==> config.mk <==
export PLATFORM = sky130hd
export DESIGN_NAME = bcd_serial_addsub
export DESIGN_NICKNAME = d
export VERILOG_FILES = /design/src/rtl/bcd_serial_addsub.sv
export SDC_FILE = /design/constraint.sdc
export NUM_CORES = 1
export LEC_CHECK = 0
export ABC_AREA = 1
export CORE_AREA = 2 2 68 70
export CTS_BUF_LIST = sky130_fd_sc_hd__clkbuf_16
export CTS_CLUSTER_SIZE = 10
export DETAILED_ROUTE_END_ITERATION = 6
export DIE_AREA = 0 0 70 72
export PLACE_DENSITY = 0.83
export SYNTH_ARGS = -nofsm -noshare
export SYNTH_HDL_FRONTEND = slang
export SYNTH_SLANG_ARGS = --single-unit
export TNS_END_PERCENT = 20
==> constraint.sdc <==
create_clock -name clk -period 3.2 [get_ports clk]
set_input_delay 0.48 -clock clk [delete_from_list [all_inputs] [get_ports clk]]
set_output_delay 0.48 -clock clk [all_outputs]
set_load 0.005 [all_outputs]
==> src/rtl/bcd_serial_addsub.sv <==
// Digit-serial BCD adder/subtractor: one decimal digit per clock, LSD first.
// Optional non-BCD input detection is built when BCD_DIGIT_CHECK_EN is defined.
module bcd_serial_addsub #(
    parameter int DIGITS = 3
) (
    input  logic                  clk,
    input  logic                  rst_n,
    input  logic                  start,
    input  logic                  sub,
    input  logic [4*DIGITS-1:0]   a,
    input  logic [4*DIGITS-1:0]   b,
    input  logic                  cin,
    output logic [4*DIGITS-1:0]   s,
    output logic                  cout,
    output logic                  busy,
    output logic                  done,
    output logic                  err
);

    localparam int W  = 4 * DIGITS;
    localparam int CW = (DIGITS > 1) ? $clog2(DIGITS) : 1;

    typedef enum logic {
        IDLE = 1'b0,
        RUN  = 1'b1
    } state_t;

    state_t        state, state_nxt;
    logic [W-1:0]  a_sh, b_sh;
    logic          sub_r;
    logic          carry;
    logic [CW-1:0] cnt;
    logic          last;

    logic [3:0]    a_dig, b_dig;
    logic [4:0]    t, t_adj;
    logic [3:0]    s_dig;
    logic          c_nxt;

    assign last = (cnt == '0);
    assign busy = (state == RUN);

    always_ff @(posedge clk or negedge rst_n) begin
        if (!rst_n) state <= IDLE;
        else        state <= state_nxt;
    end

    always_comb begin
        state_nxt = state;
        case (state)
            IDLE:    if (start) state_nxt = RUN;
            RUN:     if (last)  state_nxt = IDLE;
            default: state_nxt = IDLE;
        endcase
    end

    // Shared per-digit correction stage; subtraction uses the nines' complement of b.
    always_comb begin
        a_dig = a_sh[3:0];
        b_dig = sub_r ? (4'd9 - b_sh[3:0]) : b_sh[3:0];
        t     = {1'b0, a_dig} + {1'b0, b_dig} + {4'b0000, carry};
        t_adj = t + 5'd6;
        s_dig = t[3:0];
        c_nxt = 1'b0;
        if (t > 5'd9) begin
            s_dig = t_adj[3:0];
            c_nxt = 1'b1;
        end
    end

    always_ff @(posedge clk or negedge rst_n) begin
        if (!rst_n) begin
            a_sh  <= '0;
            b_sh  <= '0;
            sub_r <= 1'b0;
            carry <= 1'b0;
            cnt   <= '0;
            s     <= '0;
            cout  <= 1'b0;
            done  <= 1'b0;
        end else begin
            done <= 1'b0;
            case (state)
                IDLE: begin
                    if (start) begin
                        a_sh  <= a;
                        b_sh  <= b;
                        sub_r <= sub;
                        carry <= sub ? ~cin : cin;
                        cnt   <= CW'(DIGITS - 1);
                        s     <= '0;
                    end
                end
                RUN: begin
                    a_sh  <= a_sh >> 4;
                    b_sh  <= b_sh >> 4;
                    carry <= c_nxt;
                    cnt   <= cnt - 1'b1;
                    // New digit enters at the top so the word is aligned after the last digit.
                    s     <= (s >> 4) | (W'(s_dig) << (W - 4));
                    if (last) begin
                        cout <= sub_r ? ~c_nxt : c_nxt;
                        done <= 1'b1;
                    end
                end
                default: ;
            endcase
        end
    end

`ifdef BCD_DIGIT_CHECK_EN
    logic err_q;

    always_ff @(posedge clk or negedge rst_n) begin
        if (!rst_n) begin
            err_q <= 1'b0;
        end else if (state == IDLE) begin
            if (start) err_q <= 1'b0;
        end else if ((a_sh[3:0] > 4'd9) || (b_sh[3:0] > 4'd9)) begin
            err_q <= 1'b1;
        end
    end

    assign err = err_q;
`else
    assign err = 1'b0;
`endif

endmodule

; ---- Word level (Yosys, flattened, before mapping)
; Cells that the tools add are included.
[classes]
order_cmp = 1
muxes = 20
reduce_logical = 3
bitwise = 4
eq_ne = 1
n_addsub = 5
[op_table]
columns = cell, count
row1 = $pmux W12 S2, 3
row2 = $mux W12, 3
row3 = $or A8 B12 Y12, 1
row4 = $mux W1, 8
row5 = $mux W4, 2
row6 = $add A4 B4 Y5, 1
row7 = $add A5 B1 Y5, 1
row8 = $gt A5 B4 Y1 const B, 1
row9 = $add A4 B3 Y4 const B, 1
row10 = $pmux W1 S2, 2
row11 = $pmux W2 S2, 1
row12 = $reduce_and A2 Y1, 2
row13 = $sub A4 B4 Y4 const A, 1
row14 = $not A1 Y1, 3
row15 = $logic_not A2 Y1, 1
row16 = $mux W2, 1
row17 = $ne A2 B2 Y1 const B, 1
row18 = $sub A2 B1 Y2 const B, 1
[totals]
input_bits = 29
register_bits = 43

; ---- Depth between registers and ports, before layout
; Gate-level depths: netlist (run 1).
[logic_depth]
ltp_word = 8
ltp_mapped = 16
ltp_nobuf = 16

; ---- Least setup slack after synthesis (run 1)
; No wires, ideal clock.
[synth_timing]
path_kind = register to register
from = register sub_r
to = register carry
arrival_ns = 2.290
stages_incl_launch_ff = 14
setup_ns = 0.132
slack_ns = 0.778
required_time_ns = 3.068
cell_sequence = dfrtp_1 -> xnor2_1 -> fa_1 -> fa_1 -> inv_1 -> nand2_1 -> nand2_2 -> ha_1 -> a21boi_1 -> a21oi_4 -> nand2_4 -> nand2_4 -> nand2_1 -> o211ai_1
[synth_via]
elab_chain_len = 6
[synth_rtl]
columns = item, line_no
row1 = start: declaration, 30  ; logic sub_r;
row2 = start signal: assignment, 88  ; sub_r <= sub;
row3 = $mux W4, 60  ; b_dig = sub_r ? (4'd9 - b_sh[3:0]) : b_sh[3:0];
row4 = $add A4 B4 Y5, 61  ; t = {1'b0, a_dig} + {1'b0, b_dig} + {4'b0000, carry};
row5 = $add A5 B1 Y5, 61
row6 = $gt A5 B4 Y1, 65  ; if (t > 5'd9) begin
row7 = $mux W1, 65
row8 = $pmux W1 S2, 83  ; case (state)
row9 = end signal: assignment, 89  ; carry <= sub ? ~cin : cin;
row10 = end signal: assignment, 97  ; carry <= c_nxt;
row11 = end: declaration, 31  ; logic carry;
; Every way passes these cells.
; A chain may end at the register's enable or synchronous reset.

; ---- Final worst setup path (run 1)
; Same ends and word-level chain as after synthesis.

==> results of run 1 <==
==> kinds of logic after synthesis <==
kind of cell    Yosys count  synth area share, %
simple gates             99                 20.5
flops                    43                 51.9
compound gates           36                 12.6
buf+inv                  35                 7.79
fa+ha+maj                 9                 6.16
xor+xnor                  2                0.846
other cells               1                0.181
==> through the flow <==
stage	utilization (%)	cell area (µm²)	instances	hold WS (ps)
2_1_floorplan	-	2070	225	184
3_3_place_gp	58.9	2510	312	466
3_5_place_dp	58.9	2510	312	480
4_1_cts	62.6	2670	319	372
5_1_grt	62.6	2670	319	419
6_report	62.6	2670	319	332
==> area by class of cell <==
class / instances / area (µm²)
Sequential cell: 43 / 1080
Clock inverter: 2 / 33.8
Multi-Input combinational cell: 147 / 835
Clock buffer: 5 / 125
Inverter: 25 / 93.8
Fill cell: 368 / 1600
Tap cell: 52 / 65.1
Timing Repair Buffer: 45 / 440
==> how the worst min path moves through the flow <==
stage	to	slack, ps	cells past startpoint
2_1_floorplan	a_sh[0]	180	0
3_3_place_gp	s[0]	470	2
3_5_place_dp	s[1]	480	2
4_1_cts	a_sh[11]	370	1
5_1_grt	a_sh[11]	420	1
6_report	a_sh[11]	330	1
==> Yosys cell counts <==
| cell type | number |
|---|---|
| a21boi_1 | 1 |
| a21oi_1 | 3 |
| a21oi_4 | 2 |
| a22o_1 | 8 |
| a22oi_1 | 2 |
| buf_2 | 3 |
| buf_4 | 5 |
| buf_6 | 1 |
| clkbuf_1 | 1 |
| conb_1 | 1 |
| dfrtp_1 | 43 |
| fa_1 | 2 |
| ha_1 | 7 |
| inv_1 | 22 |
| inv_2 | 3 |
| nand2_1 | 72 |
| nand2_2 | 3 |
| nand2_4 | 2 |
| nand3_1 | 19 |
| nor2_1 | 2 |
| nor2_4 | 1 |
| o211ai_1 | 6 |
| o21ai_0 | 9 |
| o21ai_1 | 2 |
| o21bai_1 | 1 |
| o22ai_1 | 2 |
| xnor2_1 | 1 |
| xor2_1 | 1 |
==> metal layers <==
metal	GRT usage [%]	wire [µm]	vias up
met5	0	0	-
met4	8.76	106	0
met3	4.58	176	11
met2	34.4	2230	39
met1	23.7	1910	780
li1	-	-	804
==> cells in the final DEF, fill, tap and decap left out, drive strengths merged <==
cell / synthesis / routed
a21boi: 1 / 1
a21oi: 5 / 5
a22o: 8 / 8
a22oi: 2 / 2
buf: 9 / 3
bufinv: 0 / 1
clkbuf: 1 / 5
clkdlybuf4s50: 0 / 42
conb: 1 / 1
dfrtp: 43 / 43
fa: 2 / 2
ha: 7 / 7
inv: 25 / 26
nand2: 77 / 77
nand3: 19 / 19
nor2: 3 / 3
o211ai: 6 / 6
o21ai: 11 / 11
o21bai: 1 / 1
o22ai: 2 / 2
xnor2: 1 / 1
xor2: 1 / 1
==> power by group through the flow <==
stage	Combinational [W]	Sequential (W)	Clock [W]
after floorplan	0.00116	0.000870	0
after global placement	0.00152	0.000900	0
after detailed placement	0.00156	0.000905	0
after CTS	0.00160	0.000902	0.000553
after global routing	0.00181	0.000927	0.000580
final	0.00160	0.000900	0.000547
==> worst max-delay path: cells and delay by family (launching register included) <==
family	cells	cell delay, ps
adders and majority gates	3	1020
DFF	1	430
and+or+nand+nor	5	420
AOI/OAI and AO/OA	3	410
xor gates and xnor gates	1	160
buffers and inverters	1	70
==> flip-flops by register name, indices dropped and copies added (netlist names) <==
name	cells
a_sh	12
b_sh	12
busy	1
carry	1
cnt	2
cout	1
done	1
s	12
sub_r	1
==> flow_metrics.py, run 1 <==
metrics = {
    "outcome": {
        "status": "complete, no violations",
    },
    "timing": {
        "slew_viol_final": 0,
        "timing.final.crit_share_pct": 82.7,
        "rsz0062_at_grt": "no",
        "worst_pin_slew_ps": 917,
        "fin_skew_ps": 3.45,
        "timing.final.ws_setup_ps": 554,
        "hold_viol": 0,
        "fin_setup_tns_ps": 0,
        "slew-limit-headroom_pct": 38.9,
        "setup_viol": 0,
        "fmax_ghz": 0.378,
        "fin_crit_ps": 2650,
    },
    "setup_path": {
        "crit_path_start_kind": "flop",
        "crit_arrival_ps": 2800,
        "criticalPathCategory": "reg2reg",
        "crit_end": "carry",
        "reg2reg_depth": 13,
        "required_ps": 3350,
        "reg2reg_slack_ps": 550,
        "cp_slowest_stage_delay_ps": 430,
        "reg2reg_to": "carry",
        "slowest_stage": "dfrtp_1",
        "end_kind": "flop",
        "cp-startpoint": "sub_r",
        "timing.rr.start": "sub_r",
        "cp_cell_sequence": "xnor2_1 > fa_1 > fa_1 > inv_1 > nand2_1 > nand2_2 > ha_1 > a21boi_1 > a21oi_4 > nand2_4 > nand2_4 > nand2_1 > o211ai_1",
        "path_max_fanout": 6,
    },
    "die": {
        "row_count": 24,
        "die_width_um": 70,
        "dieHeight_um": 72,
        "die-area_mm2": 0.00504,
        "start_util_pct": 48.6,
        "pin_count": 45,
        "fp.coreArea_mm2": 0.00426,
    },
    "power_and_ir_drop": {
        "p_comb_share_pct": 52.5,
        "p_total_w": 0.00304,
        "p_leak_nw": 1.28,
        "p_switching_w": 0.00123,
        "irDropWorstVdd_uv": 421,
        "seqPwrFrac_pct": 29.6,
        "power_density_mw_per_mm2": 1140,
        "power_frac_clock_pct": 18.0,
        "power.internal_w": 0.00182,
        "switching_share_pct": 40.3,
    },
    "cts": {
        "cts_hold_buf": 0,
        "clkSinkCount": 43,
        "cts_buffers": 5,
        "post_cts.repair.setup_buffers": 0,
        "cts_tree": "yes",
        "clk_path_buf_depth": 2,
        "cts.clk_slew.worst_paths_ps": 60,
        "ctsResizeCount": 0,
        "clock_latency_ps": 280,
        "cts_root_buf": "clkbuf_16",
        "htree_levels": 2,
    },
    "synthesis": {
        "yosys_register_bits": 43,
        "ys_types": 28,
        "synth_area_leader_cell": "dfrtp_1",
        "synthCells": 225,
        "synth_area_mm2": 0.00207,
        "yosysWarningCount": 0,
        "synth-seq-area-share_pct": 51.9,
        "synth_top_area_share_pct": 51.9,
        "synth_nets": 263,
        "synth_area_leaders": "dfrtp_1 52%, nand2_1 13%, nand3_1 4.6%",
        "avgSynthCellArea_um2": 9.21,
    },
    "global_route": {
        "overflow": 0,
        "antenna_found_initial": 0,
        "grt_pass1_vias": 1744,
        "grt_max_degree": 44,
        "grt_use_total_pct": 19.8,
        "grt_pass1_wl_mm": 7.83,
    },
    "place": {
        "pre_cts_ws_ps": 613,
        "dpl.hpwl_mm": 3.07,
        "finalWeightedCongestion": 0.840,
        "portBuffers": 43,
    },
    "final_layout": {
        "drive_above_1_share_pct": 7.49,
        "fin_nets": 305,
        "syn_to_final_growth_pct": 28.8,
        "antenna_cells": 0,
    },
    "route": {
        "vias": 1634,
        "first_iter_violations": 119,
        "routedWlPerCell_um": 13.9,
        "viasPerCell": 5.12,
        "totalWireLength_mm": 4.42,
        "drtAntennaViolNets": 0,
        "drcViolationCount": 0,
        "first_pass_iters": 4,
    },
    "flow_run": {
        "cap_violations": 0,
    },
    "min_path": {
        "hold_class": "in2async",
    },
}
Power figures use the tool's default switching activity.
==> run 2: changes to the inputs <==
--- a/config.mk
+++ b/config.mk
@@ -6,12 +6,12 @@
 export NUM_CORES = 1
 export LEC_CHECK = 0
 export ABC_AREA = 1
-export CORE_AREA = 2 2 68 70
+export CORE_AREA = 2 2 71 73
 export CTS_BUF_LIST = sky130_fd_sc_hd__clkbuf_16
 export CTS_CLUSTER_SIZE = 10
 export DETAILED_ROUTE_END_ITERATION = 6
-export DIE_AREA = 0 0 70 72
-export PLACE_DENSITY = 0.83
+export DIE_AREA = 0 0 73 75
+export PLACE_DENSITY = 0.8
 export SYNTH_ARGS = -nofsm -noshare
 export SYNTH_HDL_FRONTEND = slang
 export SYNTH_SLANG_ARGS = --single-unit
==> constraint.sdc (replaced) <==
create_clock -name clk -period 2.4 [get_ports clk]
set_input_delay 0.36 -clock clk [delete_from_list [all_inputs] [get_ports clk]]
set_output_delay 0.36 -clock clk [all_outputs]
set_load 0.005 [all_outputs]
==> flow_metrics.py, run 2 (synthesis gave the netlist of run 1 again) <==
metrics = {
    "cts": {
        "clk_path_buf_depth": 2,
        "cts_hold_buf": 0,
        "cts_tree": "yes",
        "cts_buffers": 5,
        "clock_latency_ps": 280,
        "cts_root_buf": "clkbuf_16",
        "htree_levels": 2,
        "clkSinkCount": 43,
        "cts.clk_slew.worst_paths_ps": 60,
    },
    "route": {
        "first_iter_violations": 70,
        "viasPerCell": 5.09,
        "drtAntennaViolNets": 0,
        "vias": 1681,
        "routedWlPerCell_um": 14.1,
        "drcViolationCount": 0,
        "first_pass_iters": 4,
        "totalWireLength_mm": 4.65,
    },
    "die": {
        "die_width_um": 73,
        "pin_count": 45,
        "dieHeight_um": 75,
        "row_count": 25,
        "start_util_pct": 44.5,
        "fp.coreArea_mm2": 0.00466,
        "die-area_mm2": 0.00548,
    },
    "final_layout": {
        "antenna_cells": 0,
        "syn_to_final_growth_pct": 33.1,
        "fin_nets": 314,
        "reg_top3": "a_sh (12), b_sh (12), s (12)",
        "drive_above_1_share_pct": 12.0,
        "fill_cells": 406,
        "layout_commonest_cell": "nand2_1",
        "final_cell_mix": "72 x nand2_1, 43 x dfrtp_1, 42 x clkdlybuf4s50_1",
        "multi_input_comb_area_um2": 853,
        "regArea_mm2": 0.00108,
        "stdcell_area_mm2": 0.00276,
    },
    "place": {
        "portBuffers": 43,
        "finalWeightedCongestion": 0.875,
        "pre_cts_ws_ps": -110,
        "dpl.hpwl_mm": 3.23,
        "dpl_cell_area_mm2": 0.00257,
    },
    "global_route": {
        "grt_pass1_vias": 1700,
        "grt_use_total_pct": 18.9,
        "antenna_found_initial": 0,
        "overflow": 0,
        "grt_max_degree": 44,
        "grt_pass1_wl_mm": 7.87,
    },
    "setup_path": {
        "required_ps": 2570,
        "criticalPathCategory": "reg2reg",
        "reg2reg_depth": 13,
        "end_kind": "flop",
        "crit_arrival_ps": 2570,
        "reg2reg_slack_ps": -2,
        "crit_path_start_kind": "flop",
        "path_max_fanout": 4,
    },
    "outcome": {
        "violations": "setup timing",
        "status": "finished, violations left",
    },
    "timing": {
        "fin_setup_tns_ps": -1.58,
        "setup_viol": 1,
        "slew_viol_final": 0,
        "fin_skew_ps": 4.72,
        "slew-limit-headroom_pct": 38.2,
        "rsz0062_at_grt": "yes",
        "timing.final.crit_share_pct": 100,
        "hold_ws_ps": 219,
        "worst_pin_slew_ps": 927,
        "fin_crit_ps": 2400,
        "hold_viol": 0,
        "timing.final.ws_setup_ps": -1.58,
        "fmax_ghz": 0.416,
    },
    "min_path": {
        "hold_class": "in2async",
    },
    "flow_run": {
        "cap_violations": 0,
    },
    "power_and_ir_drop": {
        "irDropWorstVdd_uv": 742,
        "p_leak_nw": 1.33,
        "power_density_mw_per_mm2": 1610,
    },
}
run 2: cell count changes in the layout (fill, tap and decap cells not counted):
cell / delta
buf_4: +9
fa_1: -2
fa_2: +2
a21boi_1: -1
a21boi_4: +1
ha_1: -1
ha_2: +1
o21ai_0: -1
o21ai_1: +1
run 2: worst paths after layout:
check	startpoint	to
max	b_sh[0]	s[9]
max in group asynchronous	rst_n	done
min reg2reg	s[3]	s[3]
max reg2reg	b_sh[0]	s[9]
min in group clk	s[3]	s[3]
min	rst_n	s[0]
run 2: report_power, final:
| part | internal (W) | leakage, nW | switching (W) |
|---|---|---|---|
| logic | 0.00117 | 0.691 | 0.00135 |
| clock network | 0.000481 | 0.0811 | 0.000258 |
| registers | 0.00101 | 0.557 | 0.000157 |
run 2: layout make-up:
type	count	share of cell area, %
clock buffers	5	4.54
clock inverters	2	1.23
inverters	25	3.40
multi-input cells	147	30.9
flip-flops and latches	43	39.0
well taps	54	2.45
repair buffers	54	18.4
run 2: worst max-delay path, cell delays in order, from the launching register on:
cell and delay, ps:
dfrtp_1 400, xnor2_1 150, fa_2 360, fa_2 350
inv_1 70, nand2_1 70, nand2_2 110, ha_2 210
a21boi_4 200, a21oi_4 50, nand2_4 90, nand3_1 80
nand3_1 100, nand2_1 60
run 2: repair_timing:
action | CTS | global route
resized for setup | 4 | 1
setup endpoints to repair | 5 | 5
setup buffers | 2 | 0
hold endpoints to repair | 0 | 0
run 2: per-stage QoR:
stage / util (%) / power, W / instances
detailed placement: 55.1 / 0.00354 / 321
finish: 59.2 / 0.00443 / 330
global route: 59.2 / 0.00481 / 330
CTS: 59.0 / 0.00437 / 330
floorplan: - / 0.00274 / 225
global placement: 55.1 / 0.00342 / 321
run 2: layer usage:
metal,vias up,share of wire (%),GRT usage [%]
li1,824,-,-
met1,792,43,23.4
met2,52,51,33.2
met3,13,4.3,4.42
met4,0,2.3,5.56
met5,-,0,0
